--- config.mk ---
export PLATFORM = sky130hd
export DESIGN_NAME = second_countdown
export DESIGN_NICKNAME = d
export VERILOG_FILES = /design/src/rtl/second_countdown.sv
export SDC_FILE = /design/constraint.sdc
export NUM_CORES = 1
export LEC_CHECK = 0
export CAP_MARGIN = 20
export CORE_MARGIN = 4
export CORE_UTILIZATION = 50
export CTS_CLUSTER_SIZE = 20
export DETAILED_ROUTE_END_ITERATION = 7
export PLACE_DENSITY = 0.82
export SETUP_SLACK_MARGIN = 0.15
export SYNTH_ARGS = -nofsm -noshare
export SYNTH_HDL_FRONTEND = slang
export SYNTH_SLANG_ARGS = --single-unit
--- constraint.sdc ---
create_clock -name clk -period 2.4 [get_ports clk]
set_clock_uncertainty 0.1 [all_clocks]
set_input_delay 0.24 -clock clk [delete_from_list [all_inputs] [get_ports clk]]
set_output_delay 0.24 -clock clk [all_outputs]
set_load 0.02 [all_outputs]
--- src/rtl/second_countdown.sv ---
// second_countdown: loadable 0-59 s BCD countdown timer with expiry pulse
// and a held alarm that lasts ALARM_TICKS enable ticks.
module second_countdown #(
  parameter int ALARM_TICKS = 5
) (
  input  logic       clk,
  input  logic       reset,
  input  logic       enable,
  input  logic       load,
  input  logic       start,
  input  logic       stop,
  input  logic [2:0] load_ts,
  input  logic [3:0] load_ss,
  output logic [2:0] ts,
  output logic [3:0] ss,
  output logic       running,
  output logic       done,
  output logic       alarm
);

  localparam int CW = $clog2(ALARM_TICKS + 1);

  typedef enum logic [1:0] {
    S_IDLE  = 2'd0,
    S_RUN   = 2'd1,
    S_PAUSE = 2'd2,
    S_ALARM = 2'd3
  } state_t;

  state_t          state_q, state_d;
  logic [2:0]      ts_q, ts_d;
  logic [3:0]      ss_q, ss_d;
  logic            done_q, done_d;
  logic [CW-1:0]   cnt_q, cnt_d;

  logic            load_ok;
  logic            count_zero;
  logic            count_one;
  logic [2:0]      ts_clamped;
  logic [3:0]      ss_clamped;

  // Load is simply absent while running, so stop/enable still act then.
  assign load_ok    = load && (state_q != S_RUN);
  assign count_zero = (ts_q == 3'd0) && (ss_q == 4'd0);
  assign count_one  = (ts_q == 3'd0) && (ss_q == 4'd1);
  assign ts_clamped = (load_ts > 3'd5) ? 3'd5 : load_ts;
  assign ss_clamped = (load_ss > 4'd9) ? 4'd9 : load_ss;

  // State register and datapath registers, asynchronously cleared.
  always_ff @(posedge clk or posedge reset) begin
    if (reset) begin
      state_q <= S_IDLE;
      ts_q    <= 3'd0;
      ss_q    <= 4'd0;
      done_q  <= 1'b0;
      cnt_q   <= '0;
    end else begin
      state_q <= state_d;
      ts_q    <= ts_d;
      ss_q    <= ss_d;
      done_q  <= done_d;
      cnt_q   <= cnt_d;
    end
  end

  // Next-state logic: load > stop > start > enable; a control transition
  // consumes the cycle so no decrement happens alongside it.
  always_comb begin
    state_d = state_q;
    ts_d    = ts_q;
    ss_d    = ss_q;
    done_d  = 1'b0;
    cnt_d   = cnt_q;

    if (load_ok) begin
      state_d = S_IDLE;
      ts_d    = ts_clamped;
      ss_d    = ss_clamped;
      cnt_d   = '0;
    end else if (stop) begin
      case (state_q)
        S_RUN:   state_d = S_PAUSE;
        S_PAUSE: state_d = S_IDLE;
        S_ALARM: begin
          state_d = S_IDLE;
          cnt_d   = '0;
        end
        default: state_d = state_q;
      endcase
    end else if (start && (state_q == S_IDLE || state_q == S_PAUSE) && !count_zero) begin
      state_d = S_RUN;
    end else if (enable) begin
      case (state_q)
        S_RUN: begin
          if (ss_q != 4'd0) begin
            ss_d = ss_q - 4'd1;
          end else if (ts_q != 3'd0) begin
            ss_d = 4'd9;
            ts_d = ts_q - 3'd1;
          end
          if (count_one) begin
            state_d = S_ALARM;
            done_d  = 1'b1;
            cnt_d   = '0;
          end
        end
        S_ALARM: begin
          if (cnt_q == CW'(ALARM_TICKS - 1)) begin
            state_d = S_IDLE;
            cnt_d   = '0;
          end else begin
            cnt_d = cnt_q + CW'(1);
          end
        end
        default: state_d = state_q;
      endcase
    end
  end

  assign ts      = ts_q;
  assign ss      = ss_q;
  assign done    = done_q;
  assign running = (state_q == S_RUN);
  assign alarm   = (state_q == S_ALARM);

endmodule

==> impl_metrics.ini <==
[outcome]
status = finished, final reports clean

[floorplan]
die_h_um = 49.6
die_area_um2 = 2460
ios = 23
die_w_um = 49.6
initial_utilization_pct = 54.8
core_um2 = 1580
rows = 14

[logic_synthesis]
yosys.area.top_type = dfrtp_1
synthCells = 97
async_flop_share_pct = 100
yosysWarnings = 0
synth_cell_types = 37
synth-edff-count = 0
synth_sequential_area_ratio_pct = 37.6
yosys-top-cells-area = dfrtp_1, ha_1, a21oi_1
synth_area_per_cell_um2 = 8.91
syn_area_um2 = 865
syn_nets = 114
ys.flop_type = dfrtp_1
yosysMostFrequentCell = dfrtp_1
synth_commonest_cells = dfrtp_1, inv_1, a21oi_1, nor2_1, o21ai_0
ys_ff_latch = 13
synth_top_area_share_pct = 37.6

[global_route]
grt_start_max_net_pins = 14
grt_pass1_vias = 797
grt_overflow = 0
grt_pass1_wl_um = 3660
track_usage_pct = 18.9
antenna_found_initial = 0

[placement]
placed_area_um2 = 1110
portBuffers = 22
placedCellCount = 135
dp_hpwl_um = 1670
gp_congestion = 0.786
pre_cts_ws_ns = 0.374

[power]
vdd_drop_max_uv = 601
power_mw = 1.15
p_per_area_nw_per_um2 = 1010
p_leak_nw = 0.470

[route]
postRouteAntennaNets = 0
drt-pass1-iter-count = 4
drt_wl_total_um = 2100
routedWlPerCell_um = 15.1
drtIter0Drc = 14
drc = 0
post_drt_via_cell_ratio = 5.91
via_count = 822

[timing]
relSlewSlack_pct = 66.4
tns_ns = 0
rsz0062_at_grt = false
clock.fmax_ghz = 0.503
worst_slack_ns = 0.411
whs_ns = 0.187
period_share_pct = 82.9
worst_slew_pin_slew_ns = 0.504
setup_viol = 0
slew_viol_final = 0
period_needed_ns = 1.99
hold_violations = 0

[finish]
area_delta_synth_final_pct = 31.1
final_cell_area_um2 = 1130
drive_above_1_share_pct = 6.50
antenna_cells = 0
post-route-util_pct = 71.9
fin_cells = 139
nNetsFinal = 141

[clocking]
holdBufCountCts = 0
root_buffer = clkbuf_4
cts_buffers = 3
cts_max_level = 1
cts_setup_buffers = 0
cts_tree = built
postCtsResizedCells = 0
clock_latency_ns = 0.27
clk_pin_slew_ns = 0.08
cts_max_path_buffers = 2
clock_sinks = 13

[setup_path]
worst-path-buf-inv = 1
crit_type = flop to flop
r2r-start = ts[0]
path_cells = inv_1, ha_1, nor4b_2, a41oi_1, or2_1, a32o_1
r2r_end = cnt_q[0]
start_kind = flop
crit_arrival_ns = 2.05
slowest_delay_ns = 0.39
cp_max_fo = 3
worst-r2r-setup-slack_ns = 0.41
required_ns = 2.46
end_kind = flop
cp_slowest_cell = dfrtp_1
reg2reg_depth = 6
critPathTopFamily = simple AND/OR/NAND/NOR gates

[worst_hold_path]
hp-class = input port to async pin

[run]
maxCapViolCount = 0
## area by class of cell
type	count	area, µm²
Sequential cell	13	325
Fill cell	136	443
Timing Repair Buffer	23	228
Inverter	10	37.5
Tap cell	16	20.0
Clock buffer	4	26.3
Multi-Input combinational cell	73	497
## cells in the final DEF (no fill, tap or decap), types with 2 or more instances in the layout
cell,count
or4_1,2
clkdlybuf4s50_1,22
clkbuf_4,3
nor3_1,2
nand4_1,3
dfrtp_1,13
a21oi_1,9
a31oi_1,3
ha_1,4
o21ai_0,5
nor2b_1,2
a211oi_1,3
and3_1,3
nand2_1,4
nor2_1,9
inv_1,10
and2_1,2
nand2b_1,2
## flip-flops by register name, summed over array words and instances, names as in the netlist
name	cells
state_q	2
ss	4
done	1
ts	3
cnt_q	3
## power by group
group          internal, mW  switching (mW)
sequential            0.291           0.136
combinational         0.281           0.304
clock                0.0643          0.0707
total                 0.637           0.510
## worst reg2reg max path: cells and delay by family, from the launching register on
family / cells / cell delay, ns
adders and majority gates: 1 / 0.20
and+or+nand+nor: 2 / 0.61
buffers and inverters: 1 / 0.12
AOI/OAI and AO/OA: 2 / 0.46
DFF: 1 / 0.39
## cells by family (layout without fill, tap and decap cells)
family	Yosys count	in the layout	synth area share, %
simple gates	38	38	28.4
compound gates	29	29	21.3
flops	13	13	37.6
buf+inv	11	37	4.92
fa+ha+maj	4	4	5.79
xor+xnor	2	2	2.03
## metal layers
layer | global-route usage [%] | wire [µm]
met4 | 6.45 | 24
met3 | 3.92 | 110
met1 | 24.9 | 945
met5 | 0 | 0
met2 | 30.6 | 1020
## worst max-delay path by stage
stage               cells after the start  endpoint  slack [ns]   from
global placement                        4     ss[2]        0.44   stop
global route                            6  cnt_q[0]        0.24  ts[0]
detailed placement                      4     ss[1]        0.37   stop
CTS                                     6  cnt_q[0]        0.42  ts[0]
finish                                  6  cnt_q[0]        0.41  ts[0]
floorplan                               6  cnt_q[0]        0.60  ts[0]
(Power assumes the default switching activity.)
